<file path="config.mk">
export PLATFORM = sky130hd
export DESIGN_NAME = quad_decoder_mc
export DESIGN_NICKNAME = d
export VERILOG_FILES = /design/src/rtl/qdec_pkg.sv /design/src/rtl/qdec_chan.sv /design/src/rtl/quad_decoder_mc.sv
export SDC_FILE = /design/constraint.sdc
export NUM_CORES = 1
export LEC_CHECK = 0
export ABC_CLOCK_PERIOD_IN_PS = 4950
export BUFFER_PORTS_ARGS = -buffer_cell sky130_fd_sc_hd__clkbuf_2
export CAP_MARGIN = 20
export CORE_MARGIN = 4
export CORE_UTILIZATION = 40
export CTS_CLUSTER_DIAMETER = 50
export CTS_CLUSTER_SIZE = 25
export DETAILED_ROUTE_END_ITERATION = 7
export PLACE_DENSITY = 0.64
export SLEW_MARGIN = 20
export SYNTH_ARGS = -nofsm -noshare
export SYNTH_HDL_FRONTEND = slang
export SYNTH_SLANG_ARGS = --single-unit
</file>
<file path="constraint.sdc">
create_clock -name i_clk -period 4.95 [get_ports i_clk]
set_clock_uncertainty 0.2 [all_clocks]
set_input_delay 0.7425 -clock i_clk [delete_from_list [all_inputs] [get_ports i_clk]]
set_output_delay 0.7425 -clock i_clk [all_outputs]
set_load 0.02 [all_outputs]
</file>
<file path="src/rtl/qdec_pkg.sv">
// Shared definitions for the quadrature decoder: decode-mode codes, {A,B} Gray states
// and the classification of a previous->current transition.
package qdec_pkg;

  localparam logic [1:0] QDEC_MODE_X1 = 2'd0;
  localparam logic [1:0] QDEC_MODE_X2 = 2'd1;
  localparam logic [1:0] QDEC_MODE_X4 = 2'd2;

  // {A,B} states in forward rotation order; reverse walks the list backwards.
  localparam logic [1:0] QDEC_GRAY_0 = 2'b00;
  localparam logic [1:0] QDEC_GRAY_1 = 2'b01;
  localparam logic [1:0] QDEC_GRAY_2 = 2'b11;
  localparam logic [1:0] QDEC_GRAY_3 = 2'b10;

  typedef enum logic [1:0] {
    STEP_NONE    = 2'd0,
    STEP_PLUS    = 2'd1,
    STEP_MINUS   = 2'd2,
    STEP_ILLEGAL = 2'd3
  } qdec_step_e;

  function automatic logic [1:0] gray_fwd(input logic [1:0] ab);
    logic [1:0] nxt;
    case (ab)
      QDEC_GRAY_0: nxt = QDEC_GRAY_1;
      QDEC_GRAY_1: nxt = QDEC_GRAY_2;
      QDEC_GRAY_2: nxt = QDEC_GRAY_3;
      default:     nxt = QDEC_GRAY_0;
    endcase
    return nxt;
  endfunction

  function automatic qdec_step_e step_dir(input logic [1:0] prev_ab, input logic [1:0] cur_ab);
    qdec_step_e res;
    if (prev_ab == cur_ab)
      res = STEP_NONE;
    else if ((prev_ab ^ cur_ab) == 2'b11)
      res = STEP_ILLEGAL;
    else if (gray_fwd(prev_ab) == cur_ab)
      res = STEP_PLUS;
    else
      res = STEP_MINUS;
    return res;
  endfunction

endpackage

</file>
<file path="src/rtl/qdec_chan.sv">
// One decoder channel: 2-FF synchroniser, per-input glitch filter, Gray decode, wrapping
// counter and sticky error. QDEC_INDEX_EN adds the Z input with index clear and pulse.
module qdec_chan
  import qdec_pkg::*;
#(
  parameter int CNT_W    = 16,
  parameter int FILT_LEN = 4
) (
  input  logic             i_clk,
  input  logic             i_rst_n,
  input  logic [1:0]       i_mode,
  input  logic             i_coder_A,
  input  logic             i_coder_B,
`ifdef QDEC_INDEX_EN
  input  logic             i_coder_Z,
  output logic             o_index_pulse,
`endif
  input  logic             i_clr,
  input  logic             i_err_clr,
  output logic             o_plus_pulse,
  output logic             o_minus_pulse,
  output logic [CNT_W-1:0] o_cnt,
  output logic             o_err
);

`ifdef QDEC_INDEX_EN
  localparam int NSIG = 3;
`else
  localparam int NSIG = 2;
`endif
  localparam logic [3:0] FILT_LAST = 4'(FILT_LEN - 1);

  logic [NSIG-1:0]      w_pin;
  logic [NSIG-1:0]      r_sync1;
  logic [NSIG-1:0]      r_sync2;
  logic [NSIG-1:0]      r_filt;
  logic [NSIG-1:0][3:0] r_fcnt;
  logic                 r_primed;
  logic [3:0]           r_pcnt;
  logic [1:0]           r_prev;
  logic [CNT_W-1:0]     r_cnt;
  logic                 r_plus;
  logic                 r_minus;
  logic                 r_err;
  logic [1:0]           w_cur;
  qdec_step_e           w_step;
  logic                 w_count_en;
  logic                 w_plus;
  logic                 w_minus;
  logic                 w_illegal;
  logic                 w_zero;

`ifdef QDEC_INDEX_EN
  logic r_z_prev;
  logic r_index;
  logic w_z_rise;
  assign w_pin    = {i_coder_Z, i_coder_A, i_coder_B};
  assign w_z_rise = r_filt[2] & ~r_z_prev;
  assign o_index_pulse = r_index;
`else
  assign w_pin = {i_coder_A, i_coder_B};
`endif
  assign w_cur = r_filt[1:0];

  // Bit 0 = B, bit 1 = A, bit 2 = Z. A filtered bit follows its synchroniser only after
  // FILT_LEN consecutive differing samples; any agreement restarts the count.
  // NOTE: every clocked register uses <= so all updates see pre-edge values.
  always_ff @(posedge i_clk) begin
    if (!i_rst_n) begin
      r_sync1 <= '1;
      r_sync2 <= '1;
      r_filt  <= '1;
      r_fcnt  <= '0;
    end else begin
      r_sync1 <= w_pin;
      r_sync2 <= r_sync1;
      for (int i = 0; i < NSIG; i++) begin
        if (r_sync2[i] == r_filt[i]) begin
          r_fcnt[i] <= '0;
        end else if (r_fcnt[i] == FILT_LAST) begin
          r_filt[i] <= r_sync2[i];
          r_fcnt[i] <= '0;
        end else begin
          r_fcnt[i] <= r_fcnt[i] + 4'd1;
        end
      end
    end
  end

  // Until primed, wait for {A,B} to sit quietly for FILT_LEN cycles and adopt it silently.
  always_ff @(posedge i_clk) begin
    if (!i_rst_n) begin
      r_primed <= 1'b0;
      r_pcnt   <= '0;
      r_prev   <= '0;
    end else if (!r_primed) begin
      if (r_sync2[1:0] != r_filt[1:0]) begin
        r_pcnt <= '0;
      end else if (r_pcnt == FILT_LAST) begin
        r_primed <= 1'b1;
        r_prev   <= w_cur;
      end else begin
        r_pcnt <= r_pcnt + 4'd1;
      end
    end else begin
      r_prev <= w_cur;
    end
  end

  // NOTE: every always_comb output gets a default first so no path can infer a latch.
  always_comb begin
    w_step     = step_dir(r_prev, w_cur);
    w_count_en = 1'b0;
    case (i_mode)
      QDEC_MODE_X4: w_count_en = 1'b1;
      QDEC_MODE_X2: w_count_en = r_prev[0] ^ w_cur[0];
      default:      w_count_en = ~r_prev[0] & w_cur[0];
    endcase
    w_plus    = r_primed && w_count_en && (w_step == STEP_PLUS);
    w_minus   = r_primed && w_count_en && (w_step == STEP_MINUS);
    w_illegal = r_primed && (w_step == STEP_ILLEGAL);
`ifdef QDEC_INDEX_EN
    w_zero    = i_clr | w_z_rise;
`else
    w_zero    = i_clr;
`endif
  end

  always_ff @(posedge i_clk) begin
    if (!i_rst_n) begin
      r_cnt   <= '0;
      r_plus  <= 1'b0;
      r_minus <= 1'b0;
      r_err   <= 1'b0;
`ifdef QDEC_INDEX_EN
      r_z_prev <= 1'b1;
      r_index  <= 1'b0;
`endif
    end else begin
      r_plus  <= w_plus;
      r_minus <= w_minus;
      if (w_zero)
        r_cnt <= '0;
      else if (w_plus)
        r_cnt <= r_cnt + CNT_W'(1);
      else if (w_minus)
        r_cnt <= r_cnt - CNT_W'(1);
      // A fresh error outranks a clear arriving in the same cycle.
      if (w_illegal)
        r_err <= 1'b1;
      else if (i_err_clr)
        r_err <= 1'b0;
`ifdef QDEC_INDEX_EN
      r_z_prev <= r_filt[2];
      r_index  <= w_z_rise;
`endif
    end
  end

  assign o_plus_pulse  = r_plus;
  assign o_minus_pulse = r_minus;
  assign o_cnt         = r_cnt;
  assign o_err         = r_err;

endmodule

</file>
<file path="src/rtl/quad_decoder_mc.sv">
// Multi-channel quadrature decoder: CH_NUM independent qdec_chan instances sharing one mode.
// QDEC_INDEX_EN adds per-channel i_coder_Z / o_index_pulse.
module quad_decoder_mc #(
  parameter int CH_NUM   = 4,
  parameter int CNT_W    = 16,
  parameter int FILT_LEN = 4
) (
  input  logic                    i_clk,
  input  logic                    i_rst_n,
  input  logic [1:0]              i_mode,
  input  logic [CH_NUM-1:0]       i_coder_A,
  input  logic [CH_NUM-1:0]       i_coder_B,
`ifdef QDEC_INDEX_EN
  input  logic [CH_NUM-1:0]       i_coder_Z,
  output logic [CH_NUM-1:0]       o_index_pulse,
`endif
  input  logic [CH_NUM-1:0]       i_clr,
  input  logic [CH_NUM-1:0]       i_err_clr,
  output logic [CH_NUM-1:0]       o_plus_pulse,
  output logic [CH_NUM-1:0]       o_minus_pulse,
  output logic [CH_NUM*CNT_W-1:0] o_cnt,
  output logic [CH_NUM-1:0]       o_err
);

  for (genvar g = 0; g < CH_NUM; g++) begin : g_chan
    qdec_chan #(
      .CNT_W    (CNT_W),
      .FILT_LEN (FILT_LEN)
    ) u_chan (
      .i_clk         (i_clk),
      .i_rst_n       (i_rst_n),
      .i_mode        (i_mode),
      .i_coder_A     (i_coder_A[g]),
      .i_coder_B     (i_coder_B[g]),
`ifdef QDEC_INDEX_EN
      .i_coder_Z     (i_coder_Z[g]),
      .o_index_pulse (o_index_pulse[g]),
`endif
      .i_clr         (i_clr[g]),
      .i_err_clr     (i_err_clr[g]),
      .o_plus_pulse  (o_plus_pulse[g]),
      .o_minus_pulse (o_minus_pulse[g]),
      .o_cnt         (o_cnt[g*CNT_W +: CNT_W]),
      .o_err         (o_err[g])
    );
  end

endmodule

</file>
# Word-level counts from Yosys, hierarchy flattened
# Index checks and enable logic that the tools add are counted.
# word_totals
reg_bits	160
out_inout_bits	76
wordCells	303
latchBits	0
ram_bits	0
mem_count	0
romBits	0
inputBits	20
# classes
eq_ne	66
multipliers	0
add_sub_neg	20
magnitude_cmp	0
n_reduce_logical	60
muxes	76
bitwise_logic	29
n_shift	0
n_div	0
# ops
cell	count
16-bit two-way mux	8
16-bit by 1-bit adder with 16-bit output, second input constant	4
2-bit two-way mux	32
16-bit by 1-bit subtractor with 16-bit output, second input constant	4
4-bit by 1-bit adder with 4-bit output, second input constant	12
4-bit by 2-bit equality test with 1-bit output, second input constant	12
2-bit equality test, second input constant	17
4-bit two-way mux	8
2-bit AND reduction	16
2-bit one-hot mux with 3 select lines	4
2-bit nonzero test	12
3-bit OR reduction	8
1-bit two-way mux	20
2-bit by 1-bit equality test with 1-bit output, second input constant	9
1-bit inverter	17
2-bit equality test	8
1-bit logical AND	16
2-bit by 1-bit != test with 1-bit output, second input constant	8
1-bit equality test	8
2-bit logical NOT	4
2-bit != test	4
1-bit one-hot mux with 2 select lines	4
2-bit OR reduction	4
2-bit XOR	4
other kinds (2)	8

# Depth between registers and ports, before layout
# Gate-level depths: netlist of the first run.
# depth
word_depth	12
mapped_depth	17
mapped_depth_nobuf	15

# Cells and area by module
# From an unflattened synthesis of the first run, not the netlist that was laid out.
# hier_totals
cells_unflattened	1097
hier_area_um2	9505.4
# modules_own_cells
mod	cells_per_inst	area_per_inst_um2	seq_area_each_um2	n_inst
qdec_chan (g_chan[1].u_chan ...)	279	2412.3	800.8	2
qdec_chan (g_chan[3].u_chan)	268	2343.5	800.8	1
qdec_chan (g_chan[0].u_chan)	271	2337.2	800.8	1

# Worst setup path after synthesis of the first run
# OpenSTA, ideal clock, no wires.
# synth_path
path_type	input port to flip-flop
start	input i_mode[0]
end	register g_chan[3].u_chan.r_cnt[15]
cell_stages	16
n_path_buf	1
setup_time_ns	0.071
slack_ns	0.752
required_time_ns	4.679
t_arrival_ns	3.927
cell_sequence	inv_1 ha_1 nor2_1 and3b_1 o221ai_2 buf_2 nor2_1 inv_1 ha_1 a21o_1 a21o_1 a221oi_1 o21ai_1 xnor2_1 or3_1 a21oi_1
# synth_via
elab_chain_len	5
elab_cells_between_ends	8
classes_between	eq/ne: 2; mux: 2; reduce/logical: 4
# synth_rtl
element	line_no	source
start: declaration	quad_decoder_mc.sv:10	input logic [1:0] i_mode,
2-bit by 1-bit equality test with 1-bit output / 2-bit equality test (equally long branches)	qdec_chan.sv:114	case (i_mode)
1-bit one-hot mux with 2 select lines (*)	qdec_chan.sv:114	
1-bit logical AND (*) (2 in series)	qdec_chan.sv:119	w_plus = r_primed && w_count_en && (w_step == STEP_PLUS);
named net g_chan[3].u_chan.w_plus	qdec_chan.sv:48	logic w_plus;
16-bit two-way mux / 2-bit nonzero test (equally long branches)	n/a	
end signal: assignment	qdec_chan.sv:145	r_cnt <= r_cnt + CNT_W'(1);
end signal: assignment	qdec_chan.sv:147	r_cnt <= r_cnt - CNT_W'(1);
end: declaration	qdec_chan.sv:41	logic [CNT_W-1:0] r_cnt;
# The timed path passes the listed nets; every way through them passes the cells marked *.
# A chain may end at the register's enable or synchronous reset.

# Final worst setup path of the first run
# Same ends and word-level chain as after synthesis.

==> results of run 1 <==
==> flip-flops by register name, indices dropped and copies added (netlist names) <==
name / cells
g_chan.u_chan.r_sync1: 8
g_chan.u_chan.r_filt: 8
g_chan.u_chan.r_primed: 4
g_chan.u_chan.o_cnt: 64
g_chan.u_chan.r_prev: 8
g_chan.u_chan.o_plus_pulse: 4
g_chan.u_chan.r_fcnt: 32
g_chan.u_chan.r_sync2: 8
g_chan.u_chan.r_pcnt: 16
g_chan.u_chan.o_err: 4
g_chan.u_chan.o_minus_pulse: 4
==> path summary, 6_finish.rpt <==
kind	depth (start not counted)	slack (ns)	start	to
worst max-delay path	16	0.90	i_mode[0]	g_chan[3].u_chan.o_cnt[15]$_SDFFE_PP0P_
worst min-delay path	1	0.21	g_chan[2].u_chan.r_sync1[1]$_SDFF_PN1_	g_chan[2].u_chan.r_sync2[1]$_SDFF_PN1_
worst max register to register	13	1.20	g_chan[2].u_chan.r_filt[0]$_SDFFE_PN1P_	g_chan[2].u_chan.o_cnt[15]$_SDFFE_PP0P_
worst min register to register	1	0.21	g_chan[2].u_chan.r_sync1[1]$_SDFF_PN1_	g_chan[2].u_chan.r_sync2[1]$_SDFF_PN1_
==> layout make-up <==
| class | instances | area share [%] |
|---|---|---|
| tap | 285 | 3.446 |
| clock buffer | 17 | 4.111 |
| sequential | 160 | 30.95 |
| multi-input combinational | 819 | 53.83 |
| clock inverter | 15 | 1.076 |
| timing repair buffer | 104 | 5.247 |
| inverter | 37 | 1.342 |
==> stage by stage <==
step / hold slack [ns] / instances / setup slack [ns] / util, % / total power, mW
after detailed placement: 0.1932 / 1405 / 0.4481 / 43.34 / 1.541
final: 0.2056 / 1437 / 0.9038 / 45.71 / 2.717
after CTS: 0.2080 / 1437 / 0.9037 / 45.71 / 2.767
after global placement: 0.1895 / 1405 / 0.5441 / 43.34 / 1.538
after global routing: 0.2120 / 1437 / 0.6277 / 45.71 / 2.849
after floorplan: 0.1863 / 1060 / 0.7523 / - / 1.499
==> cells by family (layout without fill, tap and decap cells) <==
| kind of cell | Yosys count | after routing | share of synthesized area [%] |
|---|---|---|---|
| AND/OR/NAND/NOR | 409 | 409 | 22.02 |
| AO/OA/AOI/OAI | 221 | 221 | 16.29 |
| flip-flops | 160 | 160 | 34.84 |
| adder cells (fa/ha/maj) | 82 | 82 | 11.49 |
| buffers and inverters | 81 | 173 | 4.560 |
| XOR/XNOR | 79 | 79 | 7.690 |
| multiplexers | 28 | 28 | 3.103 |
==> power breakdown <==
group	switching [mW]	internal [mW]	leakage, nW
registers	0.0234	1.31	1.30
logic	0.0981	0.0742	2.84
clock network	0.559	0.647	0.257
==> layout by cell type, fill, tap and decap left out, types with 9 or more instances in the layout <==
| master | count |
|---|---|
| a211oi_1 | 15 |
| a21boi_0 | 10 |
| a21o_1 | 20 |
| a21oi_1 | 51 |
| and2_1 | 9 |
| and3_1 | 11 |
| buf_4 | 9 |
| clkbuf_16 | 17 |
| clkbuf_2 | 95 |
| dfxtp_1 | 160 |
| ha_1 | 78 |
| inv_1 | 37 |
| mux2i_1 | 26 |
| nand2_1 | 86 |
| nand2b_1 | 37 |
| nand3_1 | 53 |
| nand3b_1 | 11 |
| nor2_1 | 111 |
| nor2b_1 | 32 |
| nor3_1 | 25 |
| o21a_1 | 10 |
| o21ai_0 | 35 |
| o21ai_1 | 15 |
| o22ai_1 | 9 |
| xnor2_1 | 37 |
| xor2_1 | 40 |
==> routing by layer <==
metal  part of all wire [%]  vias up  GRT usage [%]
met5                      0        -              0
li1                       -     3882              -
met1                     48     3419          18.67
met4                    1.4        0          4.813
met3                    3.5       19          3.158
met2                     47      112          25.52
==> impl_results.md, run 1 <==
- Status: completed
- Max-cap violation count: 0
- Final #Nets: 1241
- Core area: 22640 um2
- Die area: 25470 um2
- Net Count, Synth: 1162
- Top cells by count, synth: dfxtp_1 (160), nor2_1 (111), nand2_1 (86)
- FP Rows: 55
- # H-tree levels: 4
- Syn Area/Cell: 8.672 um2
- Tot GR Track Use: 14.88%
- Horiz. Die Dim: 159.6 um
- Dominant cell type by area after synthesis: dfxtp_1
- Starting Density: 40.60%
- Fillers: 2196
- Fin crit share: 81.74%
- Global placer's final weighted congestion: 0.8392
- Setup Buffers After CTS: 0
- Fin crit period: 4.046 ns
- Clock Latency Late Sink: 0.42 ns
- # resized after CTS: 0
- Max Root-Sink Buffers: 2
- Normalized max-slew margin: 53.96%
- CTS tree: yes
- DRC Markers: 0
- # clock sinks: 160
- Yosys warns: 0
- Hold Buf Count CTS: 0
- FMAX: 247.1 MHz
- Fraction of registers with async set/reset: 0%
- Slew of the pin with the lowest slew margin: 0.6906 ns
- Share of cells above drive strength 1: 14.50%
- IO Port Bufs: 95
- Die height: 159.6 um
- Crit-path cells: clkbuf_2 > inv_1 > ha_1 > nor2_1 > and3b_1 > o221ai_2 > nor2_1 > inv_1 > ha_1 > a21o_1 > a21o_1 > a221oi_1 > o21ai_1 > xnor2_1 > or3_1 > a21oi_1
- Post-synth EDFFs: 0
- Post-Syn Area: 9193 um2
- RSZ-0062 raised after global routing: no
- Finished Cell Area: 10350 um2
- CP top delay family: compound AO/OA/AOI/OAI gates
- Crit end category: flip-flop
- ANT nets after route: 0
- First-pass GRT wire length: 32460 um
- TNS Setup: 0 ns
- Placed Area: 9812 um2
- WP buf/inv: 3
- DR vias: 7432
- Sequential area share after synthesis: 34.84%
- Top cell type's share of synthesized area: 34.84%
- Clock transition at path regs: 0.06 ns
- Total Wirelength: 18850 um
- Max Transition Viols Final: 0
- Drt pass-1 iters: 5
- Synth top area cells: dfxtp_1 (35%), ha_1 (11%), nor2_1 (4.5%), xor2_1 (3.8%), xnor2_1 (3.5%)
- Final setup vio count: 0
- CP peak stage delay: 0.42 ns
- Seq. cell area: 3203 um2
- WP data arrival: 4.19 ns
- Grt ovf: 0
- Seq cells post-synth: 160
- Vias per inst: 5.172
- Final hold vios: 0
- Clk Tree Root Cell: clkbuf_16
- Drt initial violations: 327
- P_leak: 4.392 nW
- Initial antenna violation count: 0
- Multi-input logic area: 5570 um2
- Vias in the first global route: 7034
- Synth Flop Type: dfxtp_1
- Setup Crit Path Kind: input port to flip-flop
- Worst Setup Start Kind: input port
- Power Density: 262.5 nW/um2
- Crit-path max FO: 8
- Wire per inst: 13.12 um
- Peak VDD IR: 0.1381 mV
- DP Wirelength: 13750 um
- Most common cell in the netlist: dfxtp_1
- IO Pins: 96
- Synth Instances: 1060
- Post-synthesis cell type count: 72
- Total CTS buffers: 17
- CP required: 5.09 ns
- Pin count of the biggest net entering global routing: 56
- HP Class: flip-flop to flip-flop
- P&R area growth vs syn: 12.58%
- Critical-path top delay cell: nor2_1
- ANT cells: 0
No activity file was read; power rests on OpenSTA's default activity.
==> run 2, diff against run 1 <==
- ABC_AREA: not set -> 1
- ABC_CLOCK_PERIOD_IN_PS: 4950 -> 3600
- PLACE_DENSITY: 0.64 -> 0.66
- clock period: 4.95 -> 3.6 ns (I/O delays scaled with it)
==> run 2 against run 1 <==
Effect of this change:
- die area up 4.8%
- largest cell class unchanged
- critical endpoint unchanged
- total power rose by 43%
- non-clock buffer count is 22 higher
- critical path depth up 2
- synthesized cell count up 30%
- critical path type is now flip-flop to flip-flop
- worst setup slack worse by 0.51 ns
- global-route usage rose by 1.9 points
- wire length rose by 15%
==> impl_results.md, run 2 <==
- Status: completed
- Setup slack after layout: 0.3982 ns (-0.5056 ns)
- Horiz. Die Dim: 163.4 um (+2.4%)
- P&R area growth vs syn: 15.16%
- Clock Latency Late Sink: 0.42 ns (about the same)
- DRC Markers: 0 (unchanged)
- Critical-path top delay cell: ha_1
- Setup Crit Path Kind: flip-flop to flip-flop
- Peak VDD IR: 0.3530 mV (+160%)
- Post-layout util: 47.11% (+1.4 points)
- HP Class: input port to flip-flop
- CP top delay family: simple AND/OR/NAND/NOR gates
- Share of cells above drive strength 1: 14.10% (-0.40 points)
- Pin count of the biggest net entering global routing: 32 (-43%)
- Flop pwr share: 47.3% (-1.9 points)
- Most common cell in the netlist: nand2_1
- Tot GR Track Use: 16.77% (+1.9 points)
- Hold Buf Count CTS: 0 (unchanged)
- Global placer's final weighted congestion: 0.9259 (+10%)
- IO Pins: 96 (unchanged)
- Fraction of registers with async set/reset: 0% (unchanged)
- P_leak: 5.627 nW (+28%)
- Total Wirelength: 21710 um (+15%)
- Wire per inst: 11.91 um (-9.2%)
- Simple-Gate Fraction of Synth Area: 28.42% (+6.4 points)
- Syn Area/Cell: 7.005 um2 (-19%)
- Initial antenna violation count: 0 (unchanged)
- Net Count, Synth: 1481 (+27%)
- Clk Tree Root Cell: clkbuf_16
- TNS Setup: 0 ns (unchanged)
- CTS tree: yes
- R2R Path End: g_chan[3].u_chan.o_cnt[15]$_SDFFE_PP0P_
- Commonest non-fill, non-tap cell in the layout: nand2_1
- Vias in the first global route: 8373 (+19%)
- IO Port Bufs: 95 (unchanged)
- Placed instance count: 1791 (+27%)
- Switching fraction of total power: 25.72% (+0.66 points)
- Setup Buffers After CTS: 0 (unchanged)
- First-pass GRT wire length: 37550 um (+16%)
- ANT nets after route: 0 (unchanged)
- Yosys warns: 0 (unchanged)
- # H-tree levels: 4 (unchanged)
- Normalized max-slew margin: 47.94% (-6.0 points)
- # clock sinks: 160 (unchanged)
- Max reg flops: 64 (unchanged)
- Max Transition Viols Final: 0 (unchanged)
- Crit-path cells: inv_1 > ha_1 > o21ai_0 > nand3_1 > nor2_4 > nand2_2 > buf_4 > ha_1 > nand2_1 > inv_1 > nand2_1 > nor3_1 > nand2_1 > nand3_1 > nand3_1 > nand2_1 > inv_1 > nor2_1
- Fillers: 2411 (+9.8%)
- Cell Count, Final, Fillers Out: 1823 (+27%)
- Internal reg-to-reg setup slack: 0.40 ns (-0.80 ns)
- Most frequent cells in the layout: nand2_1 (270), inv_1 (197), nor2_1 (172)
- Crit. Startpoint: g_chan[3].u_chan.r_prev[0]$_SDFFE_PN0P_
- Fin crit period: 3.202 ns
- Worst setup path end: g_chan[3].u_chan.o_cnt[15]$_SDFFE_PP0P_
- Final #Nets: 1593 (+28%)
- WP buf/inv: 4 (+1)
- Power Density: 350.2 nW/um2 (+33%)
- CP peak stage delay: 0.37 ns (-0.05 ns)
- Clock transition at path regs: 0.07 ns (about the same)
- Total CTS buffers: 17 (unchanged)
- Synth top area cells: dfxtp_1 (33%), nand2_1 (10%), ha_1 (10%), inv_1 (7.7%), nor2_1 (6.7%)
- Starting Density: 40.91% (+0.30 points)
- Sequential area share after synthesis: 33.16% (-1.7 points)
- Worst Setup Start Kind: flip-flop
- DP Wirelength: 16620 um (+21%)
- Crit end category: flip-flop
- Vias per inst: 4.818 (-6.8%)
- Most used cell along the critical path: nand2_1
- Drt pass-1 iters: 5 (unchanged)
- Max-cap violation count: 0 (unchanged)
- Slew of the pin with the lowest slew margin: 0.7781 ns (+0.08746 ns)
- WP data arrival: 3.36 ns (-0.83 ns)
- Final hold vios: 0 (unchanged)
- Post-synth EDFFs: 0 (unchanged)
- Clock power share: 45.7% (+1.3 points)
- Final setup vio count: 0 (unchanged)
- FMAX: 312.3 MHz
- Top cell type's share of synthesized area: 33.16% (-1.7 points)
- Compound-Gate Fraction of Synth Area: 12.97% (-3.3 points)
- FP Rows: 56 (+1.8%)
- Die height: 163.4 um (+2.4%)
- DR vias: 8783 (+18%)
- Grt ovf: 0 (unchanged)
- WP depth: 18 (+2)
- RSZ-0062 raised after global routing: no
- Area share of fa/ha/maj cells after synthesis: 10.93% (-0.56 points)
- Post-Syn Area: 9659 um2 (+5.1%)
- Core area: 23610 um2 (+4.3%)
- Dominant cell type by area after synthesis: dfxtp_1
- Power Total: 3.895 mW (+43%)
- Comb power frac: 7.0% (+0.7 points)
- Top cells by count, synth: nand2_1 (270), inv_1 (198), nor2_1 (173)
- Pre-CTS WS: -0.06730 ns (-0.5154 ns)
- Synth Instances: 1379 (+30%)
- Worst flop-to-flop path startpoint: g_chan[3].u_chan.r_prev[0]$_SDFFE_PN0P_
- Die area: 26700 um2 (+4.8%)
- Post-synthesis cell type count: 42 (-42%)
- Drt initial violations: 413 (+26%)
- Psw: 1.002 mW (+47%)
- Crit-path max FO: 13 (+5)
- Seq cells post-synth: 160 (unchanged)
- Internal power: 2.893 mW (+42%)
- Max Root-Sink Buffers: 2 (unchanged)
- Synth Flop Type: dfxtp_1
- Fin crit share: 88.94%
- Reg2reg path depth: 18 (+5)
- CP required: 3.76 ns (-1.33 ns)
- Mux cell area share after synthesis: 0% (-3.1 points)
- XOR/XNOR Fraction of Synth Area: 4.262% (-3.4 points)
- Largest family of logic cells by synthesized area: simple AND/OR/NAND/NOR gates
- ANT cells: 0 (unchanged)
run 2: cell count changes after synthesis, sizes merged, moves of 27 or more:
cell | before | now
nor2 | 112 | 178
a21oi | 57 | 97
nor2b | 32 | 0
nand2b | 37 | 0
nand3 | 56 | 102
inv | 37 | 201
nand2 | 86 | 273
o21ai | 51 | 89
mux2i | 27 | 0
or2 | 1 | 34
run 2: metrics by stage:
| stage | hold slack, ns | area, um2 |
|---|---|---|
| 6_report | 0.09955 | 11120 |
| 5_1_grt | 0.09009 | 11120 |
| 4_1_cts | 0.08086 | 11120 |
| 3_5_place_dp | 0.1967 | 10540 |
| 3_3_place_gp | 0.1966 | 10540 |
| 2_1_floorplan | 0.1925 | 9659 |
run 2: cell families after synthesis:
kind of cell / count (synthesis)
buffers and inverters: 234
xor gates and xnor gates: 47
and+or+nand+nor: 634
AOI/OAI and AO/OA: 222
adders and majority gates: 82
DFF: 160
run 2: what timing repair did:
action | 4_1_cts | 5_1_grt
endpoints found under the hold margin | 0 | 0
resized for setup | 0 | 2
endpoints found under the setup margin | 0 | 2
run 2: worst min-delay path by stage:
| stage | from | to | slack, ns | cells past startpoint |
|---|---|---|---|---|
| 6_report | i_coder_A[0] | g_chan[0].u_chan.r_sync1[1]$_SDFF_PN1_ | 0.1 | 2 |
| 3_5_place_dp | g_chan[0].u_chan.r_sync1[0]$_SDFF_PN1_ | g_chan[0].u_chan.r_sync2[0]$_SDFF_PN1_ | 0.20 | 1 |
| 3_3_place_gp | g_chan[1].u_chan.r_sync1[0]$_SDFF_PN1_ | g_chan[1].u_chan.r_sync2[0]$_SDFF_PN1_ | 0.20 | 1 |
| 5_1_grt | i_coder_B[0] | g_chan[0].u_chan.r_sync1[0]$_SDFF_PN1_ | 0.09 | 2 |
| 2_1_floorplan | g_chan[0].u_chan.r_sync1[0]$_SDFF_PN1_ | g_chan[0].u_chan.r_sync2[0]$_SDFF_PN1_ | 0.19 | 1 |
| 4_1_cts | i_coder_B[0] | g_chan[0].u_chan.r_sync1[0]$_SDFF_PN1_ | 0.08 | 2 |
run 2: final cells by class:
class,instances,area (um2),share of cell area (%)
inverter,201,754.5,6.783
tap,319,399.1,3.588
timing repair buffer,126,720.7,6.479
clock buffer,17,425.4,3.825
sequential,160,3203,28.80
clock inverter,15,152.6,1.372
multi-input combinational,985,5468,49.16
run 2: routing by layer:
layer	GRT usage, %	vias up	routed length (um)
li1	-	4675	-
met1	21.62	3942	10450
met2	28.85	140	10130
met3	2.952	26	761
met4	4.804	0	369
met5	0	-	0
run 2: power by group through the flow:
stage          logic [mW]  registers (mW)  clock network (mW)
5_1_grt             0.311            1.85                1.92
6_report            0.272            1.84                1.78
4_1_cts             0.275            1.84                1.84
3_5_place_dp        0.273            1.88                   0
3_3_place_gp        0.269            1.88                   0
2_1_floorplan       0.203            1.88                   0
==> run 3, diff against run 2 <==
- CORE_MARGIN: 4 -> not set
==> run 3 against run 2 <==
Effect of this change:
- fmax decreased by 3.8%
- non-clock buffer count increased by 1
- die area fell by 7.2%
- count of clock-buffer cells in the layout rose by 3
- critical path type unchanged
- largest cell class unchanged
==> impl_results.md, run 3 (synthesized netlist as in run 2, its figures left out) <==
- Status: completed
- Slew of the pin with the lowest slew margin: 0.8054 ns (+0.02726 ns)
- DP Wirelength: 16730 um (+0.67%)
- Clock Latency Late Sink: 0.43 ns (about the same)
- Normalized max-slew margin: 46.11% (-1.8 points)
- FMAX: 300.6 MHz (-3.8%)
- Final setup vio count: 0 (unchanged)
- Comb power frac: 6.9% (about the same)
- IO Pins: 96 (unchanged)
- Initial antenna violation count: 0 (unchanged)
- Post-layout util: 47.35% (+0.24 points)
- DRC Markers: 0 (unchanged)
- Crit-path max FO: 8 (-5)
- CP required: 3.72 ns (-0.04 ns)
- Most frequent cells in the layout: nand2_1 (270), inv_1 (196), nor2_1 (170)
- # H-tree levels: 4 (unchanged)
- Starting Density: 41.03% (+0.12 points)
- HP Class: input port to flip-flop
- Psw: 0.9280 mW (-7.4%)
- Setup slack after layout: 0.2728 ns (-0.1254 ns)
- Switching fraction of total power: 23.41% (-2.3 points)
- First-pass GRT wire length: 36520 um (-2.7%)
- Worst Setup Start Kind: flip-flop
- Die height: 157.4 um (-3.7%)
- Pre-CTS WS: -0.1224 ns (-0.05507 ns)
- P_leak: 5.630 nW (about the same)
- GRT met1 Usage: 23.83% (+2.2 points)
- Fin crit share: 92.42% (+3.5 points)
- Drt pass-1 iters: 5 (unchanged)
- Fin crit period: 3.327 ns (+0.1254 ns)
- Max reg flops: 64 (unchanged)
- Top Usage Layer GRT: met2
- Commonest non-fill, non-tap cell in the layout: nand2_1
- Setup Crit Path Kind: flip-flop to flip-flop
- DR vias: 8778 (-0.057%)
- Final #Nets: 1594 (+0.063%)
- ANT nets after route: 0 (unchanged)
- Core area: 23540 um2 (-0.30%)
- Tot GR Track Use: 18.23% (+1.5 points)
- Max-cap violation count: 0 (unchanged)
- Crit end category: flip-flop
- FP Rows: 56 (unchanged)
- Pin count of the biggest net entering global routing: 32 (unchanged)
- Final hold vios: 0 (unchanged)
- Wire per inst: 11.99 um (+0.70%)
- P&R area growth vs syn: 15.40%
- Die area: 24770 um2 (-7.2%)
- Clock power share: 46.6% (+0.9 points)
- Total Wirelength: 21850 um (+0.65%)
- Peak VDD IR: 0.2850 mV (-19%)
- Hold slack: 0.09095 ns (-0.008594 ns)
- Placed Area: 10520 um2 (-0.19%)
- Met3 GRT Util: 2.836% (-0.12 points)
- Grt ovf: 0 (unchanged)
- Power Density: 355.6 nW/um2 (+1.5%)
- Clock transition at path regs: 0.06 ns (about the same)
- Clk Tree Root Cell: clkbuf_16
- # clock sinks: 160 (unchanged)
- Vias per inst: 4.818 (about the same)
- Max Transition Viols Final: 0 (unchanged)
- Met2 usage: 30.59% (+1.7 points)
- Share of cells above drive strength 1: 14.24% (+0.14 points)
- Seq. cell area: 3203 um2 (unchanged)
- Max Root-Sink Buffers: 2 (unchanged)
- Global placer's final weighted congestion: 0.9565 (+3.3%)
- Fillers: 2415 (+0.17%)
- WP data arrival: 3.45 ns (+0.09 ns)
- Vias in the first global route: 7995 (-4.5%)
- CTS tree: yes
- Flop pwr share: 46.5% (-0.8 points)
- Multi-input logic area: 5477 um2 (+0.16%)
- Drt initial violations: 387 (-6.3%)
- RSZ-0062 raised after global routing: no
- Horiz. Die Dim: 157.4 um (-3.7%)
- Total CTS buffers: 17 (unchanged)
- ANT cells: 0 (unchanged)
- Internal power: 3.036 mW (+4.9%)
- IO Port Bufs: 95 (unchanged)
- Finished Cell Area: 11150 um2 (+0.21%)
==> run 3: final timing paths <==
path                                                 from                                     end  slack, ns  cells after the start
setup / recovery  g_chan[2].u_chan.r_prev[0]$_SDFFE_PN0P_  g_chan[2].u_chan.o_cnt[8]$_SDFFE_PP0P_       0.27                     19
hold / removal                               i_coder_B[0]  g_chan[0].u_chan.r_sync1[0]$_SDFF_PN1_       0.09                      2
setup reg to reg  g_chan[2].u_chan.r_prev[0]$_SDFFE_PN0P_  g_chan[2].u_chan.o_cnt[8]$_SDFFE_PP0P_       0.27                     19
hold reg to reg    g_chan[2].u_chan.r_sync1[1]$_SDFF_PN1_  g_chan[2].u_chan.r_sync2[1]$_SDFF_PN1_       0.21                      1
==> run 3: final cells by class <==
class / count / share of cell area [%]
Inverter: 201 / 6.802
Clock inverter: 10 / 1.235
Sequential cell: 160 / 28.74
Timing Repair Buffer: 127 / 6.420
Tap cell: 319 / 3.581
Clock buffer: 20 / 4.097
Multi-Input combinational cell: 985 / 49.13
==> run 3: what timing repair did <==
| item | in CTS | in global routing |
|---|---|---|
| hold buffers | 0 | 0 |
| hold endpoints to repair | 0 | 0 |
| gates resized for setup | 0 | 6 |
| buffers inserted | 0 | 2 |
| setup endpoints to repair | 0 | 11 |
==> run 3: critical path, stage by stage, from the launching register on <==
cell,delay [ns]
dfxtp_1,0.36
inv_1,0.05
ha_1,0.33
nor2_1,0.12
nor2_1,0.04
nor2_1,0.17
nand4_1,0.16
nor2_2,0.19
clkinvlp_4,0.12
buf_4,0.18
ha_1,0.34
a21oi_1,0.22
nand2_1,0.15
nand2_1,0.09
nand2_1,0.09
nand2_1,0.10
a21oi_1,0.06
nand3b_1,0.15
nand2_1,0.09
inv_1,0.03
==> run 3: stage by stage <==
stage / cells / power (mW) / TNS, ns
final: 1822 / 3.964 / 0
after global routing: 1822 / 4.132 / 0
after CTS: 1820 / 4.010 / 0
after detailed placement: 1790 / 2.157 / -0.6149
after global placement: 1790 / 2.149 / -0.1966
after floorplan: 1379 / 2.079 / 0
==> run 3: power groups by stage <==
| stage | registers, mW | logic [mW] | clock network, mW |
|---|---|---|---|
| after floorplan | 1.88 | 0.203 | 0 |
| after global placement | 1.88 | 0.268 | 0 |
| after detailed placement | 1.88 | 0.274 | 0 |
| after CTS | 1.84 | 0.275 | 1.89 |
| after global routing | 1.85 | 0.314 | 1.97 |
| final | 1.84 | 0.273 | 1.85 |
==> run 3: metal layers <==
layer	vias up	share of wire (%)
li1	4679	-
met1	3922	49
met2	155	46
met3	22	3.6
met4	0	1.5
met5	-	0
